--- config.mk ---
export PLATFORM = sky130hd
export DESIGN_NAME = ether_rx_packer
export DESIGN_NICKNAME = d
export VERILOG_FILES = /design/src/rtl/ether_rx_packer.sv
export SDC_FILE = /design/constraint.sdc
export NUM_CORES = 1
export LEC_CHECK = 0
export BUFFER_PORTS_ARGS = -buffer_cell sky130_fd_sc_hd__buf_2
export CORE_MARGIN = 4
export CORE_UTILIZATION = 63
export CTS_CLUSTER_SIZE = 40
export DETAILED_ROUTE_END_ITERATION = 12
export PLACE_DENSITY = 0.95
export SLEW_MARGIN = 20
export SYNTH_ARGS = -nofsm -noshare
export SYNTH_HDL_FRONTEND = slang
export SYNTH_SLANG_ARGS = --single-unit
--- constraint.sdc ---
create_clock -name clk -period 3.2 [get_ports clk]
set_input_delay 0.64 -clock clk [delete_from_list [all_inputs] [get_ports clk]]
set_output_delay 0.64 -clock clk [all_outputs]
set_load 0.01 [all_outputs]
--- src/rtl/ether_rx_packer.sv ---
// RMII receive front end: hunts for preamble/SFD, packs payload dibits into
// OUT_WIDTH-bit words, flushes a zero-padded partial word and reports frame length.
module ether_rx_packer #(
  parameter int OUT_WIDTH    = 8,
  parameter int MIN_PREAMBLE = 8,
  parameter int COUNT_WIDTH  = 16
) (
  input  logic                   clk,
  input  logic                   rst,
  input  logic                   crsdv,
  input  logic [1:0]             rxd,
  output logic                   axiov,
  output logic [OUT_WIDTH-1:0]   axiod,
  output logic                   axio_partial,
  output logic                   preamble_err,
  output logic                   frame_done,
  output logic [COUNT_WIDTH-1:0] frame_dibits
);
  localparam int SLOTS = OUT_WIDTH / 2;
  localparam int KW    = (SLOTS > 1) ? $clog2(SLOTS) : 1;
  localparam int PW    = $clog2(MIN_PREAMBLE + 1);
  localparam logic [KW-1:0] K_LAST = KW'(SLOTS - 1);
  localparam logic [PW-1:0] P_MIN  = PW'(MIN_PREAMBLE);

  typedef enum logic [1:0] {IDLE, PREAMBLE, DATA, DROP} state_t;

  state_t                 state_q, state_d;
  logic [PW-1:0]          pre_cnt_q, pre_cnt_d;
  logic [KW-1:0]          k_q, k_d;
  logic [OUT_WIDTH-1:0]   pack_q, pack_d;
  logic [COUNT_WIDTH-1:0] cnt_q, cnt_d;
  logic                   axiov_q, axiov_d;
  logic [OUT_WIDTH-1:0]   axiod_q, axiod_d;
  logic                   axio_partial_q, axio_partial_d;
  logic                   preamble_err_q, preamble_err_d;
  logic                   frame_done_q, frame_done_d;
  logic [COUNT_WIDTH-1:0] frame_dibits_q, frame_dibits_d;

  always_ff @(posedge clk or posedge rst) begin
    if (rst) begin
      state_q        <= IDLE;
      pre_cnt_q      <= '0;
      k_q            <= '0;
      pack_q         <= '0;
      cnt_q          <= '0;
      axiov_q        <= 1'b0;
      axiod_q        <= '0;
      axio_partial_q <= 1'b0;
      preamble_err_q <= 1'b0;
      frame_done_q   <= 1'b0;
      frame_dibits_q <= '0;
    end else begin
      state_q        <= state_d;
      pre_cnt_q      <= pre_cnt_d;
      k_q            <= k_d;
      pack_q         <= pack_d;
      cnt_q          <= cnt_d;
      axiov_q        <= axiov_d;
      axiod_q        <= axiod_d;
      axio_partial_q <= axio_partial_d;
      preamble_err_q <= preamble_err_d;
      frame_done_q   <= frame_done_d;
      frame_dibits_q <= frame_dibits_d;
    end
  end

  always_comb begin
    state_d        = state_q;
    pre_cnt_d      = pre_cnt_q;
    k_d            = k_q;
    pack_d         = pack_q;
    cnt_d          = cnt_q;
    axiov_d        = 1'b0;
    axiod_d        = axiod_q;
    axio_partial_d = 1'b0;
    preamble_err_d = 1'b0;
    frame_done_d   = 1'b0;
    frame_dibits_d = frame_dibits_q;
    case (state_q)
      IDLE: begin
        if (crsdv && rxd == 2'b10) begin
          state_d   = PREAMBLE;
          pre_cnt_d = PW'(1);
        end
      end
      PREAMBLE: begin
        if (!crsdv) begin
          state_d = IDLE;
        end else if (rxd == 2'b10) begin
          if (pre_cnt_q < P_MIN) pre_cnt_d = pre_cnt_q + 1'b1;
        end else if (rxd == 2'b11 && pre_cnt_q >= P_MIN) begin
          state_d = DATA;
          k_d     = '0;
          pack_d  = '0;
          cnt_d   = '0;
        end else begin
          preamble_err_d = 1'b1;
          state_d        = DROP;
        end
      end
      DATA: begin
        if (crsdv) begin
          pack_d[2*int'(k_q) +: 2] = rxd;
          if (cnt_q != '1) cnt_d = cnt_q + 1'b1;
          if (k_q == K_LAST) begin
            axiov_d = 1'b1;
            axiod_d = pack_d;
            pack_d  = '0;
            k_d     = '0;
          end else begin
            k_d = k_q + 1'b1;
          end
        end else begin
          // Pending slots are already zero because the packer is cleared on every emit.
          frame_done_d   = 1'b1;
          frame_dibits_d = cnt_q;
          state_d        = IDLE;
          if (k_q != '0) begin
            axiov_d        = 1'b1;
            axio_partial_d = 1'b1;
            axiod_d        = pack_q;
          end
          k_d    = '0;
          pack_d = '0;
        end
      end
      DROP: begin
        if (!crsdv) state_d = IDLE;
      end
      default: state_d = IDLE;
    endcase
  end

  assign axiov        = axiov_q;
  assign axiod        = axiod_q;
  assign axio_partial = axio_partial_q;
  assign preamble_err = preamble_err_q;
  assign frame_done   = frame_done_q;
  assign frame_dibits = frame_dibits_q;
endmodule

; ---- Word level (Yosys, flattened, before mapping)
; Index checks and enable logic that the tools add are counted.
[word_totals]
reg_bits = 60
elab_cells = 97
[classes]
add_sub_neg = 4
order_cmp = 2
eq_ne = 18
shift = 2
muxes = 45
n_bitwise = 1
reduce_logical = 14
[ops]
columns = cell, count
row1 = two-way mux 16 bit, 5
row2 = two-way mux 8 bit, 8
row3 = negator 3 -> 33 bit, 1
row4 = "variable shift 2 x 33 -> 8 bit, first input constant", 1
row5 = variable part select 2 x 33 -> 8 bit, 1
row6 = case mux 16 bit (2 select lines), 1
row7 = two-way mux 2 bit, 9
row8 = "!= test 2 bit, second input constant", 9
row9 = "adder 16 x 1 -> 16 bit, second input constant", 1
row10 = two-way mux 4 bit, 4
row11 = "!= test 16 bit, second input constant", 1
row12 = case mux 8 bit (2 select lines), 1
row13 = two-way mux 1 bit, 13
row14 = "== test 2 bit, second input constant", 5
row15 = bitwise mux 8 bit, 1
row16 = case mux 4 bit (2 select lines), 1
row17 = nonzero test 2 bit, 4
row18 = case mux 2 bit (3 select lines), 1
row19 = AND reduction 3 bit, 2
row20 = AND reduction 6 bit, 1
row21 = AND reduction 5 bit, 1
row22 = "adder 4 x 1 -> 4 bit, second input constant", 1
row23 = ">= comparator 4 bit, second input constant", 1
row24 = "less-than comparator 4 bit, second input constant", 1
row25 = other kinds (11), 12

; ---- Logic depth before layout (Yosys ltp)
; Gate-level depths: netlist (run 1).
[depth]
word_depth = 6
depth_mapped = 7
mapped_depth_nobuf = 6

; ---- Worst setup path before layout (run 1)
; Ideal clock, no wire load.
[synth_timing]
kind = input-to-reg
startpoint = in rxd[0]
endpoint = reg cnt_q[0]
setup_ns = 0.118
t_arrival_ns = 1.842
t_required_ns = 3.082
setup_slack_ns = 1.240
path_stages = 6
path_cell_list = clkbuf_1 -> nand4_1 -> o21ai_1 -> o31ai_4 -> buf_6 -> a21o_1
[synth_via]
elab_chain_cells = 4
elab_cells_between_ends = 6
classes_between = eq/ne (4) / reduce/logical (2)
[synth_lines]
columns = element, line
row1 = from (decl), 11  ; input logic [1:0] rxd,
row2 = == test 2 bit, 91  ; end else if (rxd == 2'b11 && pre_cnt_q >= P_MIN) begin
row3 = logical AND 1 bit, 91
row4 = != test 2 bit (no source line), --
row5 = AND reduction 6 bit (no source line) *, --
row6 = to (signal assigned), 57  ; cnt_q <= cnt_d;
row7 = to (decl), 31  ; logic [COUNT_WIDTH-1:0] cnt_q, cnt_d;
; Mark *: on every way between the ends. The rest lies on a longest branch, timed or not.
; A chain may end at the register's enable or synchronous reset.

; ---- Final worst setup path (run 1)
[layout_timing]
startpoint = reg cnt_q[0]
endpoint = reg cnt_q[1]
[layout_via]
elab_chain_cells = 4
elab_cells_between_ends = 7
classes_between = add/sub (1) / eq/ne (2) / mux (3) / reduce/logical (1)
[layout_lines]
columns = element, line
row1 = adder 16 x 1 -> 16 bit, 104  ; if (cnt_q != '1) cnt_d = cnt_q + 1'b1;
row2 = two-way mux 16 bit, 104
row3 = two-way mux 16 bit, 102  ; if (crsdv) begin
row4 = case mux 16 bit (2 select lines), 79  ; case (state_q)
; Several ways; a longest one is shown, not always the timed one. The select of a mux whose other input is x is not followed.

==> results of run 1 <==
==> worst paths after layout <==
path	to	cells past startpoint	startpoint	slack (ns)
min	pack_q[0]	2	rst	0.34
max in group asynchronous	frame_dibits[11]	3	rst	2.17
min in group clk	axiod[4]	2	axiod[4]	0.48
min reg2reg	axiod[4]	2	axiod[4]	0.48
max reg2reg	cnt_q[1]	5	cnt_q[0]	0.88
max	cnt_q[1]	5	cnt_q[0]	0.88
==> cells by family (layout without fill, tap and decap cells) <==
kind of cell / Yosys count / in the layout
and+or+nand+nor: 103 / 103
AOI/OAI and AO/OA: 73 / 73
DFF: 60 / 60
buffers and inverters: 25 / 66
muxes: 20 / 20
adders and majority gates: 9 / 9
==> layout make-up <==
| class | instances | area (um2) | area share, % |
|---|---|---|---|
| flip-flops and latches | 60 | 1501 | 43.91 |
| clock buffers | 10 | 127.6 | 3.732 |
| multi-input cells | 205 | 1416 | 41.42 |
| well taps | 52 | 65.06 | 1.903 |
| repair buffers | 39 | 212.7 | 6.220 |
| inverters | 11 | 41.29 | 1.207 |
| clock inverters | 6 | 55.05 | 1.610 |
==> power breakdown <==
| part | leakage, nW | internal, W | switching [W] | total [W] |
|---|---|---|---|---|
| Clock | 0.0996 | 0.000353 | 0.000297 | 0.000650 |
| Sequential | 0.811 | 0.000855 | 0.0000990 | 0.000954 |
| Combinational | 0.735 | 0.000172 | 0.000283 | 0.000455 |
==> metrics by stage <==
step | area (um2) | instances | hold WS [ns]
after global placement | 3237 | 367 | 0.4617
after global routing | 3420 | 383 | 0.3877
after detailed placement | 3237 | 367 | 0.4700
final | 3420 | 383 | 0.3419
after CTS | 3420 | 383 | 0.3539
after floorplan | 3024 | 290 | 0.4515
==> metal layers <==
layer  track usage (%)  up-vias
met5                 0        -
met1             33.26     1206
met3             4.450       22
met2             37.56      111
met4             9.253        0
li1                  -     1146
==> cell usage after synthesis, types with 2 or more instances <==
master,number
sky130_fd_sc_hd__nand3_1,6
sky130_fd_sc_hd__nand2_1,27
sky130_fd_sc_hd__a32o_1,2
sky130_fd_sc_hd__o21ai_0,11
sky130_fd_sc_hd__clkbuf_1,11
sky130_fd_sc_hd__mux2_1,9
sky130_fd_sc_hd__a21boi_0,2
sky130_fd_sc_hd__a41oi_1,4
sky130_fd_sc_hd__o31ai_1,5
sky130_fd_sc_hd__o22a_1,8
sky130_fd_sc_hd__nor2_1,8
sky130_fd_sc_hd__dfrtp_1,60
sky130_fd_sc_hd__mux2i_1,3
sky130_fd_sc_hd__a22oi_1,4
sky130_fd_sc_hd__ha_1,9
sky130_fd_sc_hd__a21oi_1,8
sky130_fd_sc_hd__or3_1,2
sky130_fd_sc_hd__mux2_2,8
sky130_fd_sc_hd__nor4_1,10
sky130_fd_sc_hd__nand3b_1,3
sky130_fd_sc_hd__inv_1,10
sky130_fd_sc_hd__nor2b_1,7
sky130_fd_sc_hd__o21ai_1,12
sky130_fd_sc_hd__a211o_1,2
sky130_fd_sc_hd__nand2b_1,9
sky130_fd_sc_hd__nand4_2,2
sky130_fd_sc_hd__a31oi_1,2
sky130_fd_sc_hd__a21o_1,3
sky130_fd_sc_hd__nor3_1,13
sky130_fd_sc_hd__nand4_1,4
sky130_fd_sc_hd__nor3b_1,4
==> registers in the layout, indices dropped and copies added (netlist names) <==
register,flops
axio_partial,1
axiod,8
axiov,1
cnt_q,16
frame_dibits,16
frame_done,1
k_q,2
pack_q,8
pre_cnt_q,4
preamble_err,1
state_q,2
==> impl_metrics.sql, run 1 <==
INSERT INTO impl_metrics (metric_group, metric, value, unit) VALUES
('run_status', 'outcome', 'finished, final reports clean', ''),
('clock_network', 'worst_setup_hold_path_clk_slew', '0.07', 'ns'),
('clock_network', 'later_pin_clock_latency_in_the_skew_report', '0.34', 'ns'),
('logic_synthesis', 'synthMuxAreaShare', '7.323', '%'),
('logic_synthesis', 'synth_enable_flop_cells', '0', ''),
('setup_path', 'worst_path_largest_cell_delay', '0.61', 'ns'),
('logic_synthesis', 'synth.distinct_cells', '53', ''),
('setup_path', 'timing.critical_path.max_delay_family', 'simple AND/OR/NAND/NOR gates', ''),
('logic_synthesis', 'synth_area_in_xor_xnor', '0', '%'),
('logic_synthesis', 'synth_adder_area_share', '3.724', '%'),
('floorplan', 'die_w', '77.29', 'um'),
('sta', 'rsz0062_at_grt', 'no', ''),
('logic_synthesis', 'post-synth-top-area-cell', 'sky130_fd_sc_hd__dfrtp_1', ''),
('floorplan', 'initial_core_util', '67.14', '%'),
('floorplan', 'die_outline_area', '5973', 'um2'),
('clock_network', 'cts.hold.buffers_added', '0', ''),
('setup_path', 'worstPathCellList', 'ha_1 -> nand4_2 -> or3_4 -> o31ai_4 -> mux2i_1', ''),
('route', 'routed_wirelength', '6.699', 'mm'),
('route', 'routed.top_layer', 'met4', ''),
('sta', 'setup_total_negative_slack', '0', 'ns'),
('route', 'm1WireLength', '2.913', 'mm'),
('floorplan', 'core_area', '4504', 'um2'),
('flow_run', 'max-cap-violations', '0', ''),
('global_route', 'grt.total_usage', '24.02', '%'),
('cells_and_area', 'area_growth_syn_to_layout', '13.07', '%'),
('clock_network', 'cts_tree', 'yes', ''),
('sta', 'number_of_slew_limit_violations_in_the_final_report', '0', ''),
('logic_synthesis', 'ys.warnings.count', '0', ''),
('floorplan', 'die_height', '77.29', 'um'),
('global_route', 'grt_first_pass_wirelength', '11.51', 'mm'),
('cells_and_area', 'fin_nets', '340', ''),
('clock_network', 'postCtsSetupBuffers', '0', ''),
('logic_synthesis', 'netlist_instances', '290', ''),
('cells_and_area', 'postLayoutCoreUtil', '75.92', '%'),
('setup_path', 'worst_ep_required_time', '3.47', 'ns'),
('logic_synthesis', 'synth_simple_gate_area_share', '18.87', '%'),
('logic_synthesis', 'yosysSeqAreaShare', '49.65', '%'),
('logic_synthesis', 'synthDominantCellAreaShare', '49.65', '%'),
('place', 'placement.setup.worst_slack', '0.8868', 'ns'),
('sta', 'clock-skew-final', '0.008894', 'ns'),
('sta', 'worst_pin_slew', '0.6869', 'ns'),
('floorplan', 'rows', '24', ''),
('pwr', 'power.density_cell_area', '601.9', 'nW/um2'),
('route', 'drt-pass1-iter-count', '5', ''),
('cells_and_area', 'num_antenna_cells', '0', ''),
('global_route', 'antenna_found_initial', '0', ''),
('route', 'routed-wl-met2', '3.203', 'mm'),
('sta', 'fin_ws', '0.8791', 'ns'),
('logic_synthesis', 'seq_cells_post_synth', '60', ''),
('logic_synthesis', 'synth_area_per_cell', '10.43', 'um2'),
('logic_synthesis', 'primary_ff_master_synth', 'sky130_fd_sc_hd__dfrtp_1', ''),
('global_route', 'via_count_of_the_first_global_routing_pass', '2374', ''),
('route', 'routed-wl-met3', '425', 'um'),
('route', 'route.detailed.wl_per_inst', '17.49', 'um'),
('sta', 'finalHoldViolCount', '0', ''),
('logic_synthesis', 'synth_top_family_by_area', 'simple AND/OR/NAND/NOR gates', ''),
('place', 'place.detailed.hpwl', '4.324', 'mm'),
('route', 'detail-route-antenna-nets', '0', ''),
('setup_path', 'crit_slowest_cell', 'sky130_fd_sc_hd__o31ai_4', ''),
('setup_path', 'worst_setup_end_kind', 'flop', ''),
('route', 'remaining_drc_errors', '0', ''),
('setup_path', 'cp_data_arrival_time', '2.59', 'ns'),
('cells_and_area', 'final_layout_size_suffix_gt1_share', '21.45', '%'),
('global_route', 'pin_count_of_the_biggest_net_entering_global_routing', '27', ''),
('setup_path', 'start_kind', 'flop', ''),
('setup_path', 'worst-path-max-fanout', '13', ''),
('route', 'drtIter0Drc', '299', ''),
('cells_and_area', 'num-fill-cells', '304', ''),
('logic_synthesis', 'syn_area', '3024', 'um2'),
('logic_synthesis', 'postSynth.asyncResetShare', '100.0', '%'),
('cells_and_area', 'layout.cells.most_common_list', 'sky130_fd_sc_hd__dfrtp_1, sky130_fd_sc_hd__buf_2, sky130_fd_sc_hd__nand2_1, sky130_fd_sc_hd__nor3_1, sky130_fd_sc_hd__o21ai_1', '');
No activity file was read; power rests on OpenSTA's default activity.
==> run 2: changes to the inputs <==
--- a/config.mk
+++ b/config.mk
@@ -7,10 +7,10 @@
 export LEC_CHECK = 0
 export BUFFER_PORTS_ARGS = -buffer_cell sky130_fd_sc_hd__buf_2
 export CORE_MARGIN = 4
-export CORE_UTILIZATION = 63
+export CORE_UTILIZATION = 58
 export CTS_CLUSTER_SIZE = 40
 export DETAILED_ROUTE_END_ITERATION = 12
-export PLACE_DENSITY = 0.95
+export PLACE_DENSITY = 0.9
 export SLEW_MARGIN = 20
 export SYNTH_ARGS = -nofsm -noshare
 export SYNTH_HDL_FRONTEND = slang
==> constraint.sdc (replaced) <==
create_clock -name clk -period 2.3 [get_ports clk]
set_input_delay 0.46 -clock clk [delete_from_list [all_inputs] [get_ports clk]]
set_output_delay 0.46 -clock clk [all_outputs]
set_load 0.01 [all_outputs]
==> impl_metrics.sql, run 2 (synthesis results as in run 1) <==
INSERT INTO impl_metrics (metric_group, metric, value, unit) VALUES
('clock_network', 'cts_buffers', '9', ''),
('cells_and_area', 'fin_nets', '346', ''),
('cells_and_area', 'final_layout_size_suffix_gt1_share', '22.26', '%'),
('floorplan', 'initial_core_util', '59.59', '%'),
('sta', 'setup_total_negative_slack', '0', 'ns'),
('cells_and_area', 'area_growth_syn_to_layout', '15.68', '%'),
('clock_network', 'clk_path_buf_depth', '2', ''),
('sta', 'post-route-period-util', '88.22', '%'),
('global_route', 'grt_overflow', '0', ''),
('hold_path', 'worst_hold_path_type', 'input port to async pin', ''),
('global_route', 'grt_first_pass_wirelength', '11.03', 'mm'),
('global_route', 'grt.total_usage', '22.56', '%'),
('place', 'place_congestion', '0.8656', ''),
('floorplan', 'rows', '26', ''),
('clock_network', 'worst_setup_hold_path_clk_slew', '0.06', 'ns'),
('clock_network', 'cts_tree', 'yes', ''),
('setup_path', 'start_kind', 'flop', ''),
('sta', 'worst_pin_slew', '0.5606', 'ns'),
('sta', 'period_needed', '2.029', 'ns'),
('sta', 'finalHoldViolCount', '0', ''),
('global_route', 'via_count_of_the_first_global_routing_pass', '2371', ''),
('sta', 'fin_ws', '0.2709', 'ns'),
('place', 'io_buffers', '32', ''),
('flow_run', 'max-cap-violations', '0', ''),
('route', 'drtIter0Drc', '236', ''),
('clock_network', 'later_pin_clock_latency_in_the_skew_report', '0.35', 'ns'),
('clock_network', 'cts.hold.buffers_added', '0', ''),
('setup_path', 'rrSetupSlack', '0.27', 'ns'),
('floorplan', 'die_height', '80.21', 'um'),
('global_route', 'antenna_found_initial', '0', ''),
('cells_and_area', 'layout.cells.most_common_list', 'sky130_fd_sc_hd__dfrtp_1, sky130_fd_sc_hd__buf_2, sky130_fd_sc_hd__nand2_1, sky130_fd_sc_hd__nor3_1', ''),
('sta', 'finalSetupViolCount', '0', ''),
('floorplan', 'io_pins', '33', ''),
('setup_path', 'startpoint', 'cnt_q[0]', ''),
('setup_path', 'worst_ep_required_time', '2.58', 'ns'),
('setup_path', 'cp_data_arrival_time', '2.31', 'ns'),
('place', 'placement.setup.worst_slack', '0.2905', 'ns'),
('sta', 'rsz0062_at_grt', 'no', ''),
('route', 'route.detailed.vias_per_inst', '5.998', ''),
('setup_path', 'timing_worst_setup_path_type', 'flop to flop', ''),
('setup_path', 'worst-path-max-fanout', '6', ''),
('cells_and_area', 'num-fill-cells', '369', ''),
('floorplan', 'die_outline_area', '6434', 'um2'),
('route', 'drt-pass1-iter-count', '4', ''),
('global_route', 'pin_count_of_the_biggest_net_entering_global_routing', '36', ''),
('cells_and_area', 'layout.cell_area.non_filler', '3498', 'um2'),
('cells_and_area', 'num_antenna_cells', '0', ''),
('sta', 'timing.fmax', '0.4928', 'GHz'),
('clock_network', 'post_cts.resized_instances', '0', ''),
('sta', 'number_of_slew_limit_violations_in_the_final_report', '0', ''),
('floorplan', 'die_w', '80.21', 'um'),
('place', 'place_area', '3317', 'um2'),
('cells_and_area', 'instances_no_fill', '407', ''),
('pwr', 'power.density_cell_area', '805.0', 'nW/um2'),
('route', 'routed_wirelength', '6.499', 'mm'),
('pwr', 'peakVddDrop', '391.9', 'uV'),
('clock_network', 'cts.sinks', '60', ''),
('place', 'place.detailed.instances', '391', ''),
('route', 'remaining_drc_errors', '0', ''),
('sta', 'max-slew-margin-rel', '62.57', '%'),
('setup_path', 'r2r-end', 'cnt_q[1]', ''),
('clock_network', 'cts_root_buffer', 'sky130_fd_sc_hd__clkbuf_8', ''),
('sta', 'clock-skew-final', '0.007029', 'ns'),
('run_status', 'outcome', 'finished, final reports clean', ''),
('clock_network', 'h_tree_depth_reported_by_cts', '3', ''),
('clock_network', 'postCtsSetupBuffers', '0', ''),
('setup_path', 'rr_worst_depth', '6', ''),
('route', 'detail-route-antenna-nets', '0', ''),
('place', 'place.detailed.hpwl', '4.378', 'mm'),
('cells_and_area', 'mostFrequentLayoutCell', 'sky130_fd_sc_hd__dfrtp_1', ''),
('setup_path', 'crit-reg2reg-launch', 'cnt_q[0]', ''),
('route', 'route.detailed.wl_per_inst', '15.97', 'um'),
('route', 'route.vias.total', '2441', ''),
('floorplan', 'core_area', '5075', 'um2'),
('setup_path', 'worst_setup_end_kind', 'flop', ''),
('setup_path', 'worstSetupEndpoint', 'cnt_q[1]', ''),
('pwr', 'leak_pwr', '1.671', 'nW');
==> run 2: cell types whose count changed in the layout (fill, tap and decap cells not counted), sizes merged <==
cell,before,now
buf,39,45
clkbuf,10,15
clkinv,5,1
bufinv,1,0
==> run 2: worst min-delay path by stage <==
| stage | from | end | slack [ns] | cells after the start |
|---|---|---|---|---|
| after CTS | rst | k_q[1] | 0.18 | 2 |
| after global routing | rst | axiod[0] | 0.22 | 2 |
| final | rst | frame_dibits[4] | 0.15 | 2 |
| after floorplan | pre_cnt_q[2] | pre_cnt_q[2] | 0.45 | 1 |
| after detailed placement | axiod[5] | axiod[5] | 0.47 | 2 |
| after global placement | axiod[2] | axiod[2] | 0.46 | 2 |
==> run 2: cell type report <==
cell class                      instances  area, um2  area share, %
Clock buffer                           15      176.4          5.043
Clock inverter                          1      5.005         0.1431
Inverter                               11      41.29          1.180
Multi-Input combinational cell        205       1416          40.49
Sequential cell                        60       1501          42.92
Tap cell                               70      87.58          2.504
Timing Repair Buffer                   45      270.3          7.725
==> run 2: layer usage <==
metal / vias up / GRT usage (%) / wire (um)
met2: 80 / 35.10 / 3095
met3: 14 / 4.933 / 402
met1: 1189 / 28.75 / 2872
met5: - / 0 / 0
li1: 1158 / - / -
met4: 0 / 13.51 / 129
==> run 2: power breakdown <==
group | switching [W] | internal (W)
combinational | 0.000378 | 0.000244
sequential | 0.000125 | 0.00119
clock | 0.000400 | 0.000479
total | 0.000904 | 0.00191
==> run 2: critical path, stage by stage, from the launching register on <==
cell	delay, ns
sky130_fd_sc_hd__dfrtp_1	0.43
sky130_fd_sc_hd__ha_1	0.26
sky130_fd_sc_hd__nand4_2	0.14
sky130_fd_sc_hd__or3_4	0.41
sky130_fd_sc_hd__o31ai_4	0.33
sky130_fd_sc_hd__buf_4	0.21
sky130_fd_sc_hd__mux2i_1	0.17
==> run 2: stage by stage <==
| step | total power (W) | util [%] | hold WS [ns] |
|---|---|---|---|
| finish | 0.002816 | 68.93 | 0.1516 |
| global route | 0.002973 | 68.93 | 0.2168 |
| CTS | 0.002819 | 68.93 | 0.1807 |
| detailed placement | 0.001949 | 65.36 | 0.4701 |
| global placement | 0.001918 | 65.36 | 0.4619 |
| floorplan | 0.001750 | - | 0.4515 |
==> run 3: changes to the inputs <==
--- a/config.mk
+++ b/config.mk
@@ -6,11 +6,11 @@
 export NUM_CORES = 1
 export LEC_CHECK = 0
 export BUFFER_PORTS_ARGS = -buffer_cell sky130_fd_sc_hd__buf_2
-export CORE_MARGIN = 4
-export CORE_UTILIZATION = 58
+export CORE_MARGIN = 8
+export CORE_UTILIZATION = 63
 export CTS_CLUSTER_SIZE = 40
 export DETAILED_ROUTE_END_ITERATION = 12
-export PLACE_DENSITY = 0.9
+export PLACE_DENSITY = 0.95
 export SLEW_MARGIN = 20
 export SYNTH_ARGS = -nofsm -noshare
 export SYNTH_HDL_FRONTEND = slang
==> constraint.sdc (replaced) <==
create_clock -name clk -period 2.55 [get_ports clk]
set_input_delay 0.51 -clock clk [delete_from_list [all_inputs] [get_ports clk]]
set_output_delay 0.51 -clock clk [all_outputs]
set_load 0.01 [all_outputs]
==> impl_metrics.sql, run 3 (synthesis results as in run 1) <==
INSERT INTO impl_metrics (metric_group, metric, value, unit) VALUES
('sta', 'max-slew-margin-rel', '56.35', '%'),
('clock_network', 'worst_setup_hold_path_clk_slew', '0.06', 'ns'),
('floorplan', 'die_height', '85.29', 'um'),
('pwr', 'leak_pwr', '1.654', 'nW'),
('clock_network', 'post_cts.resized_instances', '0', ''),
('route', 'route.detailed.vias_per_inst', '6.273', ''),
('floorplan', 'die_outline_area', '7274', 'um2'),
('floorplan', 'io_pins', '33', ''),
('setup_path', 'timing.critical_path.max_delay_family', 'simple AND/OR/NAND/NOR gates', ''),
('floorplan', 'core_area', '4692', 'um2'),
('sta', 'worst_hold_slack', '0.2254', 'ns'),
('sta', 'worst_pin_slew', '0.6547', 'ns'),
('cells_and_area', 'layout.cell_area.non_filler', '3447', 'um2'),
('floorplan', 'die_w', '85.29', 'um'),
('sta', 'timing.fmax', '0.4327', 'GHz'),
('cells_and_area', 'instances_no_fill', '385', ''),
('setup_path', 'startpoint', 'cnt_q[0]', ''),
('clock_network', 'cts_root_buffer', 'sky130_fd_sc_hd__clkbuf_8', ''),
('route', 'routed_wirelength', '6.666', 'mm'),
('clock_network', 'clk_path_buf_depth', '2', ''),
('route', 'drtIter0Drc', '204', ''),
('clock_network', 'cts.hold.buffers_added', '0', ''),
('clock_network', 'h_tree_depth_reported_by_cts', '3', ''),
('clock_network', 'postCtsSetupBuffers', '0', ''),
('setup_path', 'worst_path_largest_cell_delay', '0.60', 'ns'),
('pwr', 'power.density_cell_area', '743.4', 'nW/um2'),
('setup_path', 'buf_inv_stages_crit_path', '0', ''),
('place', 'place.detailed.instances', '370', ''),
('place', 'place.detailed.hpwl', '4.608', 'mm'),
('floorplan', 'initial_core_util', '64.45', '%'),
('route', 'remaining_drc_errors', '0', ''),
('route', 'detail-route-antenna-nets', '0', ''),
('global_route', 'via_count_of_the_first_global_routing_pass', '2353', ''),
('place', 'io_buffers', '32', ''),
('global_route', 'grt_overflow', '0', ''),
('sta', 'post-route-period-util', '90.62', '%'),
('cells_and_area', 'final_layout_size_suffix_gt1_share', '21.45', '%'),
('place', 'place_congestion', '0.8895', ''),
('place', 'place_area', '3259', 'um2'),
('sta', 'period_needed', '2.311', 'ns'),
('route', 'route.vias.total', '2415', ''),
('setup_path', 'worst-path-max-fanout', '13', ''),
('cells_and_area', 'num_antenna_cells', '0', ''),
('cells_and_area', 'area_growth_syn_to_layout', '13.98', '%'),
('global_route', 'antenna_found_initial', '0', ''),
('floorplan', 'rows', '25', ''),
('clock_network', 'cts.sinks', '60', ''),
('pwr', 'peakVddDrop', '365.7', 'uV'),
('route', 'route.detailed.wl_per_inst', '17.31', 'um'),
('setup_path', 'rr_worst_depth', '5', ''),
('cells_and_area', 'mostFrequentLayoutCell', 'sky130_fd_sc_hd__dfrtp_1', ''),
('sta', 'setup_total_negative_slack', '0', 'ns'),
('setup_path', 'start_kind', 'flop', ''),
('route', 'routed.top_layer', 'met4', ''),
('sta', 'number_of_slew_limit_violations_in_the_final_report', '0', ''),
('sta', 'finalHoldViolCount', '0', ''),
('setup_path', 'worst_setup_end_kind', 'flop', ''),
('setup_path', 'crit-reg2reg-launch', 'cnt_q[0]', ''),
('hold_path', 'worst_hold_path_type', 'input port to async pin', ''),
('run_status', 'outcome', 'finished, final reports clean', ''),
('sta', 'rsz0062_at_grt', 'no', ''),
('cells_and_area', 'layout.cells.most_common_list', 'sky130_fd_sc_hd__dfrtp_1, sky130_fd_sc_hd__buf_2, sky130_fd_sc_hd__nand2_1, sky130_fd_sc_hd__nor3_1, sky130_fd_sc_hd__clkbuf_8', ''),
('clock_network', 'cts_buffers', '9', ''),
('setup_path', 'r2r-end', 'cnt_q[1]', ''),
('setup_path', 'crit_slowest_cell', 'sky130_fd_sc_hd__o31ai_4', ''),
('global_route', 'grt.total_usage', '19.29', '%'),
('route', 'routed-wl-met3', '525', 'um'),
('setup_path', 'cp.depth', '5', ''),
('setup_path', 'worstPathCellList', 'ha_1 -> nand4_2 -> or3_4 -> o31ai_4 -> mux2i_1', ''),
('route', 'drt-pass1-iter-count', '4', ''),
('sta', 'finalSetupViolCount', '0', ''),
('sta', 'clock-skew-final', '0.006080', 'ns'),
('setup_path', 'worst_ep_required_time', '2.81', 'ns'),
('flow_run', 'max-cap-violations', '0', ''),
('clock_network', 'cts_tree', 'yes', ''),
('global_route', 'pin_count_of_the_biggest_net_entering_global_routing', '36', ''),
('setup_path', 'cp_data_arrival_time', '2.57', 'ns'),
('setup_path', 'rrSetupSlack', '0.24', 'ns'),
('global_route', 'grt_first_pass_wirelength', '11.09', 'mm'),
('route', 'm1WireLength', '2.775', 'mm'),
('setup_path', 'timing_worst_setup_path_type', 'flop to flop', ''),
('route', 'routed-wl-met2', '3.237', 'mm'),
('cells_and_area', 'fin_nets', '341', ''),
('setup_path', 'worstSetupEndpoint', 'cnt_q[1]', ''),
('pwr', 'total_power', '0.002562', 'W'),
('clock_network', 'later_pin_clock_latency_in_the_skew_report', '0.34', 'ns');
run 3: cell types whose count changed in the layout (fill, tap and decap cells not counted), sizes merged:
cell and change:
clkbuf -1, buf -5
run 3: final cells by class:
type / count / area [um2]
clock inverters: 1 / 5.005
inverters: 11 / 41.29
repair buffers: 40 / 232.7
flip-flops and latches: 60 / 1501
clock buffers: 14 / 182.7
well taps: 54 / 67.56
fillers: 334 / 1245
multi-input cells: 205 / 1416
run 3: metrics by stage:
stage / worst slack (ns) / util [%]
after floorplan: 0.5553 / -
after global placement: 0.4057 / 69.47
after detailed placement: 0.2975 / 69.47
after CTS: 0.2705 / 73.47
after global routing: 0.05277 / 73.47
final: 0.2391 / 73.47
run 3: report_power, final:
part	internal (W)	switching, W	total [W]
sequential	0.00107	0.000121	0.00119
clock	0.000452	0.000341	0.000793
combinational	0.000218	0.000357	0.000574
run 3: layer usage:
layer	track usage (%)	vias to the layer above
met3	6.467	10
met1	23.32	1163
met5	0	-
met4	9.395	0
li1	-	1143
met2	30.18	99
run 3: worst min path at each step:
stage	to	startpoint	depth (start not counted)	slack [ns]
CTS	k_q[1]	rst	2	0.24
finish	k_q[1]	rst	2	0.23
global route	pack_q[0]	rst	2	0.27
detailed placement	frame_dibits[8]	frame_dibits[8]	1	0.47
global placement	axiod[2]	axiod[2]	2	0.46
floorplan	pre_cnt_q[2]	pre_cnt_q[2]	1	0.45
run 3: worst reg2reg max path, cell delays in order (launching register included):
cell and delay [ns]:
sky130_fd_sc_hd__dfrtp_1 0.44, sky130_fd_sc_hd__ha_1 0.28, sky130_fd_sc_hd__nand4_2 0.22, sky130_fd_sc_hd__or3_4 0.44
sky130_fd_sc_hd__o31ai_4 0.60, sky130_fd_sc_hd__mux2i_1 0.25
